$ cat src/rtl/tx_resp_scheduler.sv
// tx_resp_scheduler: queues ALU results (two bytes, LSB first) and register
// file read bytes in a small FIFO, then hands them one at a time to the UART
// TX synchronizer using a level-held valid / busy handshake.
//
//   state       | meaning
//   ------------+-----------------------------------------------------------
//   S_IDLE      | no byte in flight; launch the FIFO head when TX is not busy
//   S_WAIT_BUSY | valid held high, waiting for the UART to report busy
//   S_WAIT_DONE | UART accepted the byte; waiting for busy to fall again
module tx_resp_scheduler #(
    parameter int WIDTH         = 8,
    parameter int WIDTH_OUT_ALU = 16,
    parameter int DEPTH         = 8,
    parameter int BUSY_TIMEOUT  = 255
) (
    input  logic                     CLK,
    input  logic                     RST,
    input  logic [WIDTH_OUT_ALU-1:0] ALU_OUT,
    input  logic                     ALU_OUT_VLD,
    input  logic [WIDTH-1:0]         RF_RdData,
    input  logic                     RF_RdData_VLD,
    input  logic                     UART_TX_Busy,
    output logic [WIDTH-1:0]         UART_TX_DATA,
    output logic                     UART_TX_VLD,
    output logic                     OVF,
    output logic                     TO_ERR,
    output logic [$clog2(DEPTH):0]   PENDING
);

    localparam int AW = $clog2(DEPTH);
    localparam int CW = AW + 1;
    localparam int TW = $clog2(BUSY_TIMEOUT + 1);

    typedef enum logic [1:0] {
        S_IDLE      = 2'd0,
        S_WAIT_BUSY = 2'd1,
        S_WAIT_DONE = 2'd2
    } state_t;

    // Storage and pointers. Pointers carry one extra wrap bit so that a full
    // FIFO and an empty FIFO are distinguishable from the pointers alone.
    logic [WIDTH-1:0] mem [DEPTH];
    logic [CW-1:0]    wr_ptr;
    logic [CW-1:0]    rd_ptr;
    logic [CW-1:0]    count;

    // Admission decode
    logic [CW-1:0]    free;
    logic [CW-1:0]    rf_room;
    logic             alu_ok;
    logic             rf_ok;
    logic [1:0]       push_n;
    logic             ovf_d;
    logic [AW-1:0]    idx_alu_lo;
    logic [AW-1:0]    idx_alu_hi;
    logic [AW-1:0]    idx_rf;

    // TX FSM
    state_t           state_q;
    state_t           state_d;
    logic [WIDTH-1:0] data_d;
    logic             vld_d;
    logic             to_err_d;
    logic             pop;
    logic [TW-1:0]    tmr_q;
    logic [TW-1:0]    tmr_d;

    // Admission: decided purely on the start-of-cycle count, so a pop in the
    // same cycle never makes room. ALU is served first and is all-or-nothing;
    // RF gets whatever room the ALU push leaves behind.
    always_comb begin
        free       = CW'(DEPTH) - count;
        alu_ok     = ALU_OUT_VLD && (free >= CW'(2));
        rf_room    = alu_ok ? (free - CW'(2)) : free;
        rf_ok      = RF_RdData_VLD && (rf_room != '0);
        push_n     = {alu_ok, 1'b0} + {1'b0, rf_ok};
        ovf_d      = (ALU_OUT_VLD && !alu_ok) || (RF_RdData_VLD && !rf_ok);
        idx_alu_lo = wr_ptr[AW-1:0];
        idx_alu_hi = idx_alu_lo + AW'(1);
        idx_rf     = alu_ok ? (idx_alu_lo + AW'(2)) : idx_alu_lo;
    end

    // Byte storage writes; order in memory is ALU low, ALU high, RF byte.
    always_ff @(posedge CLK) begin
        if (alu_ok) begin
            mem[idx_alu_lo] <= ALU_OUT[WIDTH-1:0];
            mem[idx_alu_hi] <= ALU_OUT[2*WIDTH-1:WIDTH];
        end
        if (rf_ok) begin
            mem[idx_rf] <= RF_RdData[WIDTH-1:0];
        end
    end

    // Pointer and occupancy bookkeeping; the count register drives PENDING.
    always_ff @(posedge CLK) begin
        if (RST) begin
            wr_ptr <= '0;
            rd_ptr <= '0;
            count  <= '0;
            OVF    <= 1'b0;
        end else begin
            wr_ptr <= wr_ptr + CW'(push_n);
            rd_ptr <= rd_ptr + CW'(pop);
            count  <= count + CW'(push_n) - CW'(pop);
            OVF    <= ovf_d;
        end
    end

    assign PENDING = count;

    // TX handshake next-state and next-output decode. The busy timer is a
    // down-counter loaded on launch and checked for terminal count zero, so
    // valid stays high for exactly BUSY_TIMEOUT cycles before giving up.
    always_comb begin
        state_d  = state_q;
        data_d   = UART_TX_DATA;
        vld_d    = UART_TX_VLD;
        to_err_d = 1'b0;
        tmr_d    = tmr_q;
        pop      = 1'b0;
        case (state_q)
            S_IDLE: begin
                if ((count != '0) && !UART_TX_Busy) begin
                    data_d  = mem[rd_ptr[AW-1:0]];
                    vld_d   = 1'b1;
                    pop     = 1'b1;
                    tmr_d   = TW'(BUSY_TIMEOUT - 1);
                    state_d = S_WAIT_BUSY;
                end
            end
            S_WAIT_BUSY: begin
                if (UART_TX_Busy) begin
                    vld_d   = 1'b0;
                    state_d = S_WAIT_DONE;
                end else if (tmr_q == '0) begin
                    vld_d    = 1'b0;
                    to_err_d = 1'b1;
                    state_d  = S_IDLE;
                end else begin
                    tmr_d = tmr_q - TW'(1);
                end
            end
            S_WAIT_DONE: begin
                if (!UART_TX_Busy) begin
                    state_d = S_IDLE;
                end
            end
            default: begin
                vld_d   = 1'b0;
                state_d = S_IDLE;
            end
        endcase
    end

    // TX state, timer and registered outputs. Data only changes on a launch,
    // so it stays stable through the whole valid/busy window.
    always_ff @(posedge CLK) begin
        if (RST) begin
            state_q      <= S_IDLE;
            tmr_q        <= '0;
            UART_TX_DATA <= '0;
            UART_TX_VLD  <= 1'b0;
            TO_ERR       <= 1'b0;
        end else begin
            state_q      <= state_d;
            tmr_q        <= tmr_d;
            UART_TX_DATA <= data_d;
            UART_TX_VLD  <= vld_d;
            TO_ERR       <= to_err_d;
        end
    end

endmodule

$ cat config.mk
export PLATFORM = sky130hd
export DESIGN_NAME = tx_resp_scheduler
export DESIGN_NICKNAME = d
export VERILOG_FILES = /design/src/rtl/tx_resp_scheduler.sv
export SDC_FILE = /design/constraint.sdc
export NUM_CORES = 1
export LEC_CHECK = 0
export ABC_AREA = 1
export CAP_MARGIN = 25
export CORE_UTILIZATION = 33
export CTS_CLUSTER_DIAMETER = 120
export DETAILED_ROUTE_END_ITERATION = 6
export DONT_BUFFER_PORTS = 1
export PLACE_DENSITY_LB_ADDON = 0.3
export SLEW_MARGIN = 20
export SYNTH_ARGS = -nofsm -noshare
export SYNTH_HDL_FRONTEND = slang
export SYNTH_SLANG_ARGS = --single-unit
$ cat constraint.sdc
create_clock -name CLK -period 3.25 [get_ports CLK]
set_input_delay 0.65 -clock CLK [delete_from_list [all_inputs] [get_ports CLK]]
set_output_delay 0.65 -clock CLK [all_outputs]
set_load 0.05 [all_outputs]
==> results.txt <==
----------------------------------------------------
[Status]
  Status ... completed

[Clocking]
  Cts bufs inserted ... 9
  H-tree level count ... 3
  Sinks on Clock Net ... 95
  Cts-stage hold buffer count ... 0
  Master cell of the clock root buffer ... sky130_fd_sc_hd__clkbuf_16
  Maximum number of buffers from clock root to sink ... 2
  Number of instances resized during post-cts repair ... 0
  Clock-pin slew on the worst setup and hold paths ... 0.07 ns
  Total setup buffers inserted after CTS ... 0
  Clock insertion delay at the later pin of the skew report ... approximately 0.34 ns
  TritonCTS clock tree ... built

[Global routing]
  Pin count of the biggest net entering global routing ... 74
  Antenna violations before repair ... 0
  GR Util All Layers ... roughly 18%
  Wire length of the first global-routing pass ... 27.3 mm
  Overflow left after global routing ... 0
  Via count of the first global-routing pass ... a little under 5000

[Hold path]
  Hold Path Origin ... RST
  Cell count of the worst hold path ... 1
  HP Class ... primary input to flop
  End point of the most critical hold path ... state_q[1]

[Detailed routing]
  Via/cell ratio ... roughly 5
  Final routed wire length divided by cell count ... about 16 um
  Final antenna-violating net count ... 0
  Detailed-route via count ... approximately 5500
  Detailed-route wire length ... 17.5 mm
  Drt pass-1 iters ... 6
  Number of DRC violations after detailed-routing iteration 0 ... 567
  Post-route DRC ... 0

[Setup path]
  Startpoint class of the critical path ... flop
  Signal arrival time at the worst endpoint ... around 2.9 ns
  Crit path capture type ... flop
  Worst Path Class, Setup ... flop to flop
  FF-to-FF Start ... PENDING[1]
  Required time reported for the critical path endpoint ... 3.25 ns
  Minimum setup slack among reg-to-reg paths ... 0.35 ns
  Maximum fanout along the worst path ... 9
  Worst R2R End ... mem[1][5]
  Number of cells on the worst reg-to-reg path ... 14

[Finish]
  Leading cell types in the layout, fill and taps excluded ... sky130_fd_sc_hd__nand2_1 (290), sky130_fd_sc_hd__nand3_1 (153), sky130_fd_sc_hd__nor2_1 (66)
  Final Non-Filler Cells ... around 1100
  Total Nets Final ... between 800 and 900
  Most common cell after layout, fill and taps aside ... sky130_fd_sc_hd__nand2_1
  Signed area change from the synthesized netlist to the final layout ... 7.55%
  Layout cells sized above 1 ... 10.5%
  Antenna diode count ... 0

[Timing]
  Slew headroom ... slightly below 40%
  Minimum setup slack in the final design ... 0.345 ns
  Unrepaired setup endpoints after global routing ... no
  Layout Skew ... between 0.008 and 0.009 ns
  Number of failing hold endpoints at the final stage ... 0
  Setup violators final ... 0
  Post-route setup TNS ... 0 ns
  Fin crit period ... between 2 and 3 ns
  Upper clock frequency limit ... ~340 MHz
  Final number of max-transition violations ... 0
  Transition time at the pin with the least slew margin ... between 0.9 and 1 ns
  Final clock period utilization by the worst path ... between 80% and 90%
  Final-layout worst hold slack ... approximately 0.37 ns

[Power]
  Leakage power ... around 3.2 nW
  Post-layout total power ... ~7.1 mW
  Pwr/cell area ... between 1000 and 1500 nW/um2
  Worst vdd ir ... 344 uV

[Yosys]
  Total of warnings raised by yosys ... 0
  Mapped cell area ... between 6000 and 7000 um2
  Flip-flop and latch count after synthesis ... between 90 and 100
  Main area contributors after synthesis ... sky130_fd_sc_hd__edfxtp_1 (30%), sky130_fd_sc_hd__nand2_1 (17%), sky130_fd_sc_hd__nand3_1 (12%)
  Gate count of the mapped netlist ... 872
  Seq/Total Area, Yosys ... approximately 39%
  Number of nets in the synthesized netlist ... approximately 920
  Number of synthesized flops with an enable pin ... 64
  Flip-flop cell with the highest count after synthesis ... sky130_fd_sc_hd__edfxtp_1
  Cell type with the largest total area after synthesis ... sky130_fd_sc_hd__edfxtp_1
  Count of different cell masters after synthesis ... 36
  Area share of the leading cell type in the synthesized netlist ... roughly 30%
  Mean instance size in the synthesized netlist ... roughly 7.4 um2
  Async set or reset register ratio after synthesis ... 0%

[Floorplanning]
  Y dimension of the die ... between 100 and 150 um
  Die outline area ... about 20000 um2
  Core region area ... around 19000 um2
  Starting density of the core ... 34.1%
  Number of I/O pins ... 44
  Die width ... 142 um
  Number of core rows ... 50

[Placement]
  Final HPWL from detailed placement ... about 14 mm
  Final weighted congestion in routability-driven placement ... 0.878
  Worst setup slack after placement ... approximately 0.35 ns
  Number of port buffers ... 0
  Post-Place Cells ... 1094

[Flow run]
  Max-cap check violation count ... 0

----------------------------------------------------
## worst max path at each step
stage               slack [ns]  cells past startpoint        from    endpoint
floorplan                 0.04                     21  PENDING[0]  PENDING[2]
global placement          0.38                     14  PENDING[0]   mem[4][2]
detailed placement        0.35                     14  PENDING[1]   mem[5][3]
CTS                       0.33                     14  PENDING[1]   mem[5][3]
global route              0.06                     15  PENDING[1]   mem[1][5]
finish                    0.35                     14  PENDING[1]   mem[1][5]
## worst max-delay path, cell delays in order (launching register included)
cell	delay, ns
sky130_fd_sc_hd__dfxtp_2	0.33
sky130_fd_sc_hd__inv_1	0.05
sky130_fd_sc_hd__ha_1	0.28
sky130_fd_sc_hd__inv_1	0.08
sky130_fd_sc_hd__nand3_1	0.11
sky130_fd_sc_hd__nor2_2	0.12
sky130_fd_sc_hd__nand2_2	0.09
sky130_fd_sc_hd__nand2_4	0.14
sky130_fd_sc_hd__inv_1	0.06
sky130_fd_sc_hd__ha_1	0.34
sky130_fd_sc_hd__inv_1	0.12
sky130_fd_sc_hd__nand3_2	0.15
sky130_fd_sc_hd__nor2_4	0.24
sky130_fd_sc_hd__nand2_4	0.11
sky130_fd_sc_hd__nand3_1	0.32
## metrics by stage
step | utilization, % | area (um2)
after CTS | 36.7 | 6950
final | 36.7 | 6950
after global routing | 36.7 | 6950
after global placement | 35.2 | 6670
after floorplan | - | 6470
after detailed placement | 35.2 | 6670
## synth_stat cells (8+ instances only)
master                       n
sky130_fd_sc_hd__nand2_1   290
sky130_fd_sc_hd__buf_1       8
sky130_fd_sc_hd__inv_1      41
sky130_fd_sc_hd__buf_6       9
sky130_fd_sc_hd__a21oi_1    19
sky130_fd_sc_hd__nand3_1   153
sky130_fd_sc_hd__o211ai_1   16
sky130_fd_sc_hd__clkbuf_1   22
sky130_fd_sc_hd__dfxtp_1    31
sky130_fd_sc_hd__buf_2      18
sky130_fd_sc_hd__ha_1       20
sky130_fd_sc_hd__nor2_1     66
sky130_fd_sc_hd__nand2_4    17
sky130_fd_sc_hd__edfxtp_1   64
sky130_fd_sc_hd__o21ai_0    42
sky130_fd_sc_hd__nor2_4     14
## power by group
| group | switching (mW) | total (mW) | internal [mW] |
|---|---|---|---|
| combinational | 2.64 | 3.75 | 1.12 |
| sequential | 0.364 | 2.32 | 1.95 |
| clock | 0.486 | 1.02 | 0.535 |
## state kept, by name, summed over array words and instances, names as in the netlist
| register | cells |
|---|---|
| OVF | 1 |
| PENDING | 4 |
| TO_ERR | 1 |
| UART_TX_DATA | 8 |
| UART_TX_VLD | 1 |
| mem | 64 |
| rd_ptr | 3 |
| state_q | 2 |
| tmr_q | 8 |
| wr_ptr | 3 |
## cell families after synthesis
kind of cell	after synthesis	share of synthesized area, %
simple gates	555	39.6
buf+inv	105	7.60
flops	95	39.3
compound gates	87	7.80
fa+ha+maj	22	4.49
xor+xnor	8	1.20
## layout make-up
type,count,area (um2)
Tap cell,260,325
Inverter,46,173
Clock buffer,9,225
Clock inverter,7,63.8
Sequential cell,95,2540
Fill cell,1964,12000
Multi-Input combinational cell,672,3440
Timing Repair Buffer,21,183
## metal layers
metal	vias up	global-route usage, %	share of wire, %
met5	-	0	0
met4	0	4.87	1.5
met3	14	2.19	4.3
met2	151	28.0	46
met1	2483	25.5	48
li1	2828	-	-
Power figures use the tool's default switching activity.
